<file path="config.mk">
export PLATFORM = sky130hd
export DESIGN_NAME = adder_arbiter_flat
export DESIGN_NICKNAME = d
export VERILOG_FILES = /design/src/rtl/adder_arbiter_pkg.sv /design/src/rtl/adder_arbiter_if.sv /design/src/rtl/adder_arbiter_adder.sv /design/src/rtl/adder_arbiter.sv /design/src/flat_wrapper.sv
export SDC_FILE = /design/constraint.sdc
export NUM_CORES = 1
export LEC_CHECK = 0
export CAP_MARGIN = 20
export CORE_ASPECT_RATIO = 0.7
export CORE_MARGIN = 8
export CORE_UTILIZATION = 45
export CTS_CLUSTER_SIZE = 14
export DETAILED_ROUTE_END_ITERATION = 12
export PLACE_DENSITY = 0.76
export SETUP_SLACK_MARGIN = 0.4
export SLEW_MARGIN = 10
export SYNTH_ARGS = -nofsm -noshare
export SYNTH_HDL_FRONTEND = slang
export SYNTH_SLANG_ARGS = --single-unit
</file>
<file path="constraint.sdc">
create_clock -name clk -period 2.7 [get_ports clk]
set_input_delay 0.27 -clock clk [delete_from_list [all_inputs] [get_ports clk]]
set_output_delay 0.27 -clock clk [all_outputs]
set_load 0.03 [all_outputs]
</file>
<file path="src/rtl/adder_arbiter_pkg.sv">
// Shared definitions for the two-requester adder arbiter: widths, FSM encoding
// and the grant-selection rule.
package adder_arbiter_pkg;

  localparam int OPND_W = 4;
  localparam int RES_W  = 8;

  typedef enum logic [1:0] {
    ST_IDLE = 2'd0,
    ST_CALC = 2'd1,
    ST_RESP = 2'd2
  } state_e;

  // Returns the requester id to grant; on a tie round-robin favours the one
  // that did not win last time, fixed priority always favours requester 0.
  function automatic logic pick_grant(
    input logic v0,
    input logic v1,
    input logic last_grant,
    input logic rr_en
  );
    logic g;
    if (v0 && v1) begin
      if (rr_en) begin
        g = ~last_grant;
      end else begin
        g = 1'b0;
      end
    end else if (v1) begin
      g = 1'b1;
    end else begin
      g = 1'b0;
    end
    return g;
  endfunction

endpackage

</file>
<file path="src/rtl/adder_arbiter_if.sv">
// Request/response bundle between the two requesters and the adder arbiter.
interface adder_arbiter_if;
  import adder_arbiter_pkg::*;

  logic              req0_valid;
  logic [OPND_W-1:0] req0_a;
  logic [OPND_W-1:0] req0_b;
  logic              req0_ready;
  logic              req1_valid;
  logic [OPND_W-1:0] req1_a;
  logic [OPND_W-1:0] req1_b;
  logic              req1_ready;

  logic              rsp0_valid;
  logic [RES_W-1:0]  rsp0_data;
  logic              rsp0_ready;
  logic              rsp1_valid;
  logic [RES_W-1:0]  rsp1_data;
  logic              rsp1_ready;

  logic              busy;

  modport master (
    output req0_valid, req0_a, req0_b, req1_valid, req1_a, req1_b,
    output rsp0_ready, rsp1_ready,
    input  req0_ready, req1_ready,
    input  rsp0_valid, rsp0_data, rsp1_valid, rsp1_data,
    input  busy
  );

  modport slave (
    input  req0_valid, req0_a, req0_b, req1_valid, req1_a, req1_b,
    input  rsp0_ready, rsp1_ready,
    output req0_ready, req1_ready,
    output rsp0_valid, rsp0_data, rsp1_valid, rsp1_data,
    output busy
  );

endinterface

</file>
<file path="src/rtl/adder_arbiter_adder.sv">
// Existing unsigned adder: two 4-bit operands, zero-extended 8-bit sum.
module adder_arbiter_adder
  import adder_arbiter_pkg::*;
(
  input  logic [OPND_W-1:0] a,
  input  logic [OPND_W-1:0] b,
  output logic [RES_W-1:0]  r
);

  assign r = {{(RES_W-OPND_W){1'b0}}, a} + {{(RES_W-OPND_W){1'b0}}, b};

endmodule

</file>
<file path="src/rtl/adder_arbiter.sv">
// Arbitrates two requesters onto one shared adder; a single operation is in
// flight at a time and its result is returned to the requester that won.
module adder_arbiter
  import adder_arbiter_pkg::*;
#(
  parameter int RR_EN = 1
) (
  input  logic            clk,
  input  logic            rst_n,
  adder_arbiter_if.slave  bus
);

  localparam logic RR_BIT = (RR_EN != 32'sd0);

  state_e            state_r;
  state_e            state_next_s;
  logic [OPND_W-1:0] opa_r;
  logic [OPND_W-1:0] opb_r;
  logic [OPND_W-1:0] opa_next_s;
  logic [OPND_W-1:0] opb_next_s;
  logic              grant_id_r;
  logic              last_grant_r;
  logic [RES_W-1:0]  result_r;
  logic [RES_W-1:0]  sum_s;

  logic              grant_s;
  logic              hs_s;
  logic              rdy0_s;
  logic              rdy1_s;
  logic              grant_next_s;
  logic [RES_W-1:0]  result_next_s;
  logic              rsp0_valid_next_s;
  logic              rsp1_valid_next_s;
  logic [RES_W-1:0]  rsp0_data_next_s;
  logic [RES_W-1:0]  rsp1_data_next_s;
  logic              busy_next_s;

  logic              rsp0_valid_r;
  logic              rsp1_valid_r;
  logic [RES_W-1:0]  rsp0_data_r;
  logic [RES_W-1:0]  rsp1_data_r;
  logic              busy_r;

  adder_arbiter_adder u_adder (
    .a (opa_r),
    .b (opb_r),
    .r (sum_s)
  );

  // Next-state logic and request acceptance; ready is held low during reset.
  always_comb begin
    state_next_s = state_r;
    grant_s      = 1'b0;
    hs_s         = 1'b0;
    rdy0_s       = 1'b0;
    rdy1_s       = 1'b0;
    case (state_r)
      ST_IDLE: begin
        if (rst_n && (bus.req0_valid || bus.req1_valid)) begin
          grant_s      = pick_grant(bus.req0_valid, bus.req1_valid, last_grant_r, RR_BIT);
          hs_s         = 1'b1;
          rdy0_s       = ~grant_s;
          rdy1_s       = grant_s;
          state_next_s = ST_CALC;
        end else begin
          state_next_s = ST_IDLE;
        end
      end
      ST_CALC: begin
        state_next_s = ST_RESP;
      end
      ST_RESP: begin
        // Only the granted requester's rsp_ready can release the response.
        if (grant_id_r ? bus.rsp1_ready : bus.rsp0_ready) begin
          state_next_s = ST_IDLE;
        end else begin
          state_next_s = ST_RESP;
        end
      end
      default: begin
        state_next_s = ST_IDLE;
      end
    endcase
  end

  // Datapath next values; outputs are decoded from the upcoming state so they register cleanly.
  always_comb begin
    opa_next_s        = opa_r;
    opb_next_s        = opb_r;
    grant_next_s      = grant_id_r;
    result_next_s     = result_r;
    rsp0_valid_next_s = 1'b0;
    rsp1_valid_next_s = 1'b0;
    rsp0_data_next_s  = 8'h00;
    rsp1_data_next_s  = 8'h00;
    busy_next_s       = (state_next_s != ST_IDLE);
    if (hs_s) begin
      opa_next_s   = grant_s ? bus.req1_a : bus.req0_a;
      opb_next_s   = grant_s ? bus.req1_b : bus.req0_b;
      grant_next_s = grant_s;
    end else begin
      grant_next_s = grant_id_r;
    end
    if (state_r == ST_CALC) begin
      result_next_s = sum_s;
    end else begin
      result_next_s = result_r;
    end
    if (state_next_s == ST_RESP) begin
      rsp0_valid_next_s = ~grant_next_s;
      rsp1_valid_next_s = grant_next_s;
      rsp0_data_next_s  = grant_next_s ? 8'h00 : result_next_s;
      rsp1_data_next_s  = grant_next_s ? result_next_s : 8'h00;
    end else begin
      rsp0_valid_next_s = 1'b0;
      rsp1_valid_next_s = 1'b0;
    end
  end

  // State, operand/grant capture, result register and registered outputs.
  always_ff @(posedge clk) begin
    if (!rst_n) begin
      state_r      <= ST_IDLE;
      opa_r        <= 4'd0;
      opb_r        <= 4'd0;
      grant_id_r   <= 1'b0;
      last_grant_r <= 1'b1;
      result_r     <= 8'h00;
      rsp0_valid_r <= 1'b0;
      rsp1_valid_r <= 1'b0;
      rsp0_data_r  <= 8'h00;
      rsp1_data_r  <= 8'h00;
      busy_r       <= 1'b0;
    end else begin
      state_r      <= state_next_s;
      opa_r        <= opa_next_s;
      opb_r        <= opb_next_s;
      grant_id_r   <= grant_next_s;
      if (hs_s) begin
        last_grant_r <= grant_s;
      end else begin
        last_grant_r <= last_grant_r;
      end
      result_r     <= result_next_s;
      rsp0_valid_r <= rsp0_valid_next_s;
      rsp1_valid_r <= rsp1_valid_next_s;
      rsp0_data_r  <= rsp0_data_next_s;
      rsp1_data_r  <= rsp1_data_next_s;
      busy_r       <= busy_next_s;
    end
  end

  assign bus.req0_ready = rdy0_s;
  assign bus.req1_ready = rdy1_s;
  assign bus.rsp0_valid = rsp0_valid_r;
  assign bus.rsp1_valid = rsp1_valid_r;
  assign bus.rsp0_data  = rsp0_data_r;
  assign bus.rsp1_data  = rsp1_data_r;
  assign bus.busy       = busy_r;

endmodule

</file>
<file path="src/flat_wrapper.sv">
// flat-port wrapper written by rule: the top's interface ports become plain ports
module adder_arbiter_flat import adder_arbiter_pkg::*;
#(
  parameter int RR_EN = 1
)
  (clk, rst_n, bus_req0_valid, bus_req0_a, bus_req0_b, bus_req1_valid, bus_req1_a, bus_req1_b, bus_rsp0_ready, bus_rsp1_ready, bus_req0_ready, bus_req1_ready, bus_rsp0_valid, bus_rsp0_data, bus_rsp1_valid, bus_rsp1_data, bus_busy);
  adder_arbiter_if bus_i ();
  input  logic clk;
  input  logic rst_n;
  input wire logic [$bits(bus_i.req0_valid)-1:0] bus_req0_valid;
  input wire logic [$bits(bus_i.req0_a)-1:0] bus_req0_a;
  input wire logic [$bits(bus_i.req0_b)-1:0] bus_req0_b;
  input wire logic [$bits(bus_i.req1_valid)-1:0] bus_req1_valid;
  input wire logic [$bits(bus_i.req1_a)-1:0] bus_req1_a;
  input wire logic [$bits(bus_i.req1_b)-1:0] bus_req1_b;
  input wire logic [$bits(bus_i.rsp0_ready)-1:0] bus_rsp0_ready;
  input wire logic [$bits(bus_i.rsp1_ready)-1:0] bus_rsp1_ready;
  output wire logic [$bits(bus_i.req0_ready)-1:0] bus_req0_ready;
  output wire logic [$bits(bus_i.req1_ready)-1:0] bus_req1_ready;
  output wire logic [$bits(bus_i.rsp0_valid)-1:0] bus_rsp0_valid;
  output wire logic [$bits(bus_i.rsp0_data)-1:0] bus_rsp0_data;
  output wire logic [$bits(bus_i.rsp1_valid)-1:0] bus_rsp1_valid;
  output wire logic [$bits(bus_i.rsp1_data)-1:0] bus_rsp1_data;
  output wire logic [$bits(bus_i.busy)-1:0] bus_busy;
  assign bus_i.req0_valid = bus_req0_valid;
  assign bus_i.req0_a = bus_req0_a;
  assign bus_i.req0_b = bus_req0_b;
  assign bus_i.req1_valid = bus_req1_valid;
  assign bus_i.req1_a = bus_req1_a;
  assign bus_i.req1_b = bus_req1_b;
  assign bus_i.rsp0_ready = bus_rsp0_ready;
  assign bus_i.rsp1_ready = bus_rsp1_ready;
  assign bus_req0_ready = bus_i.req0_ready;
  assign bus_req1_ready = bus_i.req1_ready;
  assign bus_rsp0_valid = bus_i.rsp0_valid;
  assign bus_rsp0_data = bus_i.rsp0_data;
  assign bus_rsp1_valid = bus_i.rsp1_valid;
  assign bus_rsp1_data = bus_i.rsp1_data;
  assign bus_busy = bus_i.busy;
  adder_arbiter #(.RR_EN(RR_EN)) u_core (.clk(clk), .rst_n(rst_n), .bus(bus_i));
endmodule
</file>
## Word-level counts from Yosys, hierarchy flattened

Cells that the tools add are included.

| storage, ports and cells | value |
|---|---|
| flip-flop bits (word level) | 39 |
| output and inout bits | 21 |
| word-level logic and storage cells | 46 |

| cells by class | value |
|---|---|
| $add $sub $neg | 1 |
| equality and inequality tests | 3 |
| multiplexer cells | 18 |
| bitwise operators | 5 |
| reduce and logical (&&, ||, !) cells | 8 |

Operators by type and width:

| kind | number |
|---|---|
| $mux W1 | 13 |
| $mux W4 | 2 |
| $mux W8 | 1 |
| $pmux W2 S3 | 1 |
| $add A4 B4 Y5 | 1 |
| $not A1 Y1 | 5 |
| $eq A2 B2 Y1 const B | 2 |
| $reduce_and A3 Y1 | 1 |
| $reduce_or A3 Y1 | 1 |
| $eq A2 B1 Y1 const B | 1 |
| $logic_and A1 B1 Y1 | 2 |
| $logic_not A2 Y1 | 1 |
| $mux W2 | 1 |
| $reduce_and A2 Y1 | 1 |
| $reduce_bool A2 Y1 | 1 |
| $logic_or A1 B1 Y1 | 1 |

## Logic depth before layout (Yosys ltp)

| logic depth | value |
|---|---|
| word-level depth | 8 |
| depth in mapped cells | 7 |
| depth with buffers taken out | 7 |

## By module

A second synthesis with hierarchy kept.

| second synthesis, totals | value |
|---|---|
| cells, all modules | 157 |
| area total of the unflattened synthesis | 1637.8 um^2 |

By module, submodules not included:

| module | times used | cells an instance | area each (um^2) |
|---|---|---|---|
| adder_arbiter | 1 | 137 | 1475.2 |
| adder_arbiter_adder | 1 | 20 | 162.7 |

## Worst setup path before layout

Ideal clock, no wire load.

| timing path | value |
|---|---|
| path type | register to register |
| start | reg u_core.opb_r[0] |
| end | reg u_core.rsp0_data_r[4] (netlist: u_core.bus.rsp0_data[4]) |
| data arrival time | 1.369 ns |
| required time | 2.638 ns |
| setup slack | 1.270 ns |
| cell stages (with the launch flop) | 8 |
| buffers on the path | 0 |
| clock period less this slack | 1.430 ns |
| cells stage by stage | dfxtp_1 ha_1 inv_1 fa_1 nor2b_1 o21ai_0 a21oi_1 nor2b_2 |

| between the ends | value |
|---|---|
| word-level cells in the longest chain between the ends | 2 |

RTL lines:

| element | RTL line | text |
|---|---|---|
| start: declaration | adder_arbiter.sv:18 | `logic [OPND_W-1:0] opb_r;` |
| start signal: assignment | adder_arbiter.sv:137 | `opb_r <= opb_next_s;` |
| $add A4 B4 Y5 | adder_arbiter_adder.sv:10 | `assign r = {{(RES_W-OPND_W){1'b0}}, a} + {{(RES_W-OPND_W){1'b0}}, b};` |
| $mux W8 | adder_arbiter.sv:104 | `if (state_r == ST_CALC) begin` |
| end signal: assignment | adder_arbiter.sv:147 | `rsp0_data_r <= rsp0_data_next_s;` |
| end: declaration | adder_arbiter.sv:40 | `logic [RES_W-1:0] rsp0_data_r;` |

Every way passes these cells.
A chain may end at the register's enable or synchronous reset.

## Worst setup path in the final report

| timing path | value |
|---|---|
| start | in rst_n |
| end | reg u_core.rsp0_data_r[1] (netlist: u_core.bus.rsp0_data[1]) |

| between the ends | value |
|---|---|
| word-level cells in the longest chain between the ends | 6 |
| elaborated cells on any way between the ends | 12 |

RTL lines:

| element | RTL line | text |
|---|---|---|
| start: declaration | flat_wrapper.sv:9 | `input logic rst_n;` |
| $logic_and A1 B1 Y1 | adder_arbiter.sv:59 | `if (rst_n && (bus.req0_valid \|\| bus.req1_valid)) begin` |
| $mux W1 | adder_arbiter.sv:59 |  |
| $pmux W2 S3 | adder_arbiter.sv:57 | `case (state_r)` |
| $eq A2 B2 Y1 | adder_arbiter.sv:109 | `if (state_next_s == ST_RESP) begin` |
| $not A1 Y1 (no line) | -- |  |
| $reduce_or A3 Y1 (no line) (*) | -- |  |

Every way passes the cells marked *; elsewhere a longest branch is shown, timed or not.

==> results.yml <==
placement:
  place_hpwl_mm: 2.38
  dp_cells: 222
  io_buffers: 42
  post-place-ws_ns: 0.633
  gp_congestion: 0.777
  dpl-instance-area_mm2: 0.00193
pwr:
  ir_worst_vdd_v: 0.000279
  power.clock.fraction: 0.310
  sw_frac_of_total: 0.249
  p_comb_frac: 0.161
  power_density_mw_per_mm2: 582
  leakage_nw: 0.898
  seqPwrFrac: 0.529
  p_sw_mw: 0.291
  internal_power_mw: 0.878
  power_mw: 1.17
die:
  coreArea_mm2: 0.00317
  die-area_mm2: 0.00548
  die_h_um: 64.4
  initial_core_util: 0.475
  ios: 43
  die_w_um: 85.1
  core.rowCount: 17
min_path:
  holdCritPathClass: "flip-flop to flip-flop"
  worstHoldPathCells: 2
timing:
  worstMarginPinSlew_ns: 0.488
  relSlewSlack: 0.673
  fin_crit_sh: 0.661
  setup_tns_ns: 0
  setup_viol: 0
  period_needed_ns: 1.79
  rsz0062_at_grt: "no"
  setup_ws_ns: 0.915
  finalHoldViolations: 0
  drv_slew: 0
  holdWs_ns: 0.460
  fmax_mhz: 560
  skew_ns: 0.00390
clock_tree:
  numClockSinks: 39
  cts_root_buffer: "clkbuf_8"
  worst_skew_pair.late_latency_ns: 0.28
  cts_max_level: 2
  cts_buffers: 5
  cts_resized: 0
  cts_hold_buffers: 0
  path_clk_slew_ns: 0.07
  cts_setup_buffers: 0
  cts_buffer_depth: 2
  cts_tree: "yes"
layout:
  area_growth_pct: 33.6
  final-seq-area_um2: 781
  instances_no_fill: 230
  fin_util: 0.634
  fin_area_mm2: 0.00201
  nFillCells: 266
  multi_input_area_um2: 628
  antenna_cells: 0
  nets: 218
  drive_above_1_share: 0.0990
route:
  via_per_inst: 4.91
  vias: 1129
  drc: 0
  wl_per_cell_um: 13.9
  drt_iter0_drc: 34
  drt-pass1-iter-count: 4
  drt-total-wl_mm: 3.21
  ant_nets: 0
logic_synthesis:
  synth_common_cells: "dfxtp_1 (39), nor2_1 (17), nand2_1 (15)"
  ys_seq_elements: 39
  syn_inst: 147
  yosys_warnings: 0
  post-synth-top-area-cell: "dfxtp_1"
  syn_nets: 174
  async_flop_share: 0
  synthFlopType: "dfxtp_1"
  synth.area.top_cells: "dfxtp_1 (52%), mux2i_1 (6.0%), o211a_1 (5.3%)"
  post-synth-top-area-fraction: 0.519
  synth.most_common_cell: "dfxtp_1"
  avgSynthCellArea_um2: 10.2
  synth_edf_count: 0
  syn_area_mm2: 0.00150
  synth_cell_types: 34
  yosysSeqAreaShare: 0.519
critical_path:
  critical_path.max_stage_delay_ns: 0.54
  cp.arrival_ns: 1.99
  r2r_setup_slack_ns: 1.03
  critical_path.max_fanout: 9
  cp_top_family: "simple AND/OR/NAND/NOR gates"
  path_cells: "clkdlybuf4s50_1 > nor3b_2 > a21boi_0 > nand4bb_1 > nor2_1"
  path_buf_inv: 1
  end_kind: "flip-flop"
  worstRegToRegCells: 7
  critPathSlowestCell: "nand4bb_1"
  path_class: "primary input to flip-flop"
  critPathLaunchType: "primary input"
  cp.depth: 5
  critPathRequiredTime_ns: 2.90
run:
  drv_cap: 0
global_route:
  grtUsageTotal: 0.121
  grt_max_degree: 22
  grt_pass1_vias: 1150
  antenna_found_initial: 0
  grt_first_pass_wirelength_mm: 5.28
  grt_overflow: 0
outcome:
  outcome: "finished clean"
-- path summary, 6_finish.rpt --
check	to	startpoint
max	u_core.bus.rsp0_data[1]$_SDFF_PP0_	rst_n
min	u_core.bus.rsp0_data[6]$_SDFF_PP0_	u_core.result_r[6]$_SDFF_PN0_
max reg2reg	u_core.bus.rsp0_data[4]$_SDFF_PP0_	u_core.opb_r[0]$_SDFFE_PN0N_
min reg2reg	u_core.bus.rsp0_data[6]$_SDFF_PP0_	u_core.result_r[6]$_SDFF_PN0_
-- kinds of logic after synthesis --
kind of cell / Yosys count / synth area share
and+or+nand+nor: 55 / 0.186
DFF: 39 / 0.519
AOI/OAI and AO/OA: 20 / 0.110
buffers and inverters: 17 / 0.0632
muxes: 11 / 0.0749
adders and majority gates: 5 / 0.0466
-- worst min-delay path, cell delays in order, from the launching register on --
cell	delay [ns]
dfxtp_1	0.31
nand2_1	0.07
nor2_1	0.04
-- sequential cells by signal (all words and copies together), names as in the netlist --
signal / cells
u_core.opb_r: 4
u_core.state_r: 2
u_core.grant_id_r: 1
u_core.bus.rsp0_data: 8
u_core.last_grant_r: 1
u_core.bus.rsp0_valid: 1
u_core.bus.rsp1_data: 8
u_core.opa_r: 4
u_core.bus.rsp1_valid: 1
u_core.bus.busy: 1
u_core.result_r: 8
-- area by class of cell --
type | count | area share
flip-flops and latches | 39 | 0.389
multi-input cells | 91 | 0.313
repair buffers | 45 | 0.218
clock buffers | 7 | 0.0380
well taps | 38 | 0.0237
inverters | 9 | 0.0168
clock inverters | 1 | 0.00249
-- layout by cell type (no fill, tap or decap), drive strengths merged, types with 3 or more instances in the layout --
cell type      instances
a21oi                  4
and3                   3
buf                    5
clkbuf                 7
clkdlybuf4s50         40
dfxtp                 39
ha                     4
inv                    9
mux2i                  9
nand2                 15
nor2                  17
nor2b                 10
o211a                  8
-- per-layer routing --
metal / part of all wire / global-route usage / vias to the layer above
met4: 0.0084 / 0.0508 / 0
met2: 0.48 / 0.207 / 23
li1: - / - / 571
met3: 0.058 / 0.0536 / 5
met1: 0.45 / 0.129 / 530
met5: 0 / 0 / -
-- power groups by stage --
stage	sequential [mW]	combinational (mW)	clock (mW)
after floorplan	0.640	0.116	0
after global placement	0.629	0.182	0
after detailed placement	0.631	0.188	0
after CTS	0.618	0.190	0.371
after global routing	0.621	0.209	0.395
final	0.618	0.188	0.363
Note: power is estimated with default switching activity, not from simulation.
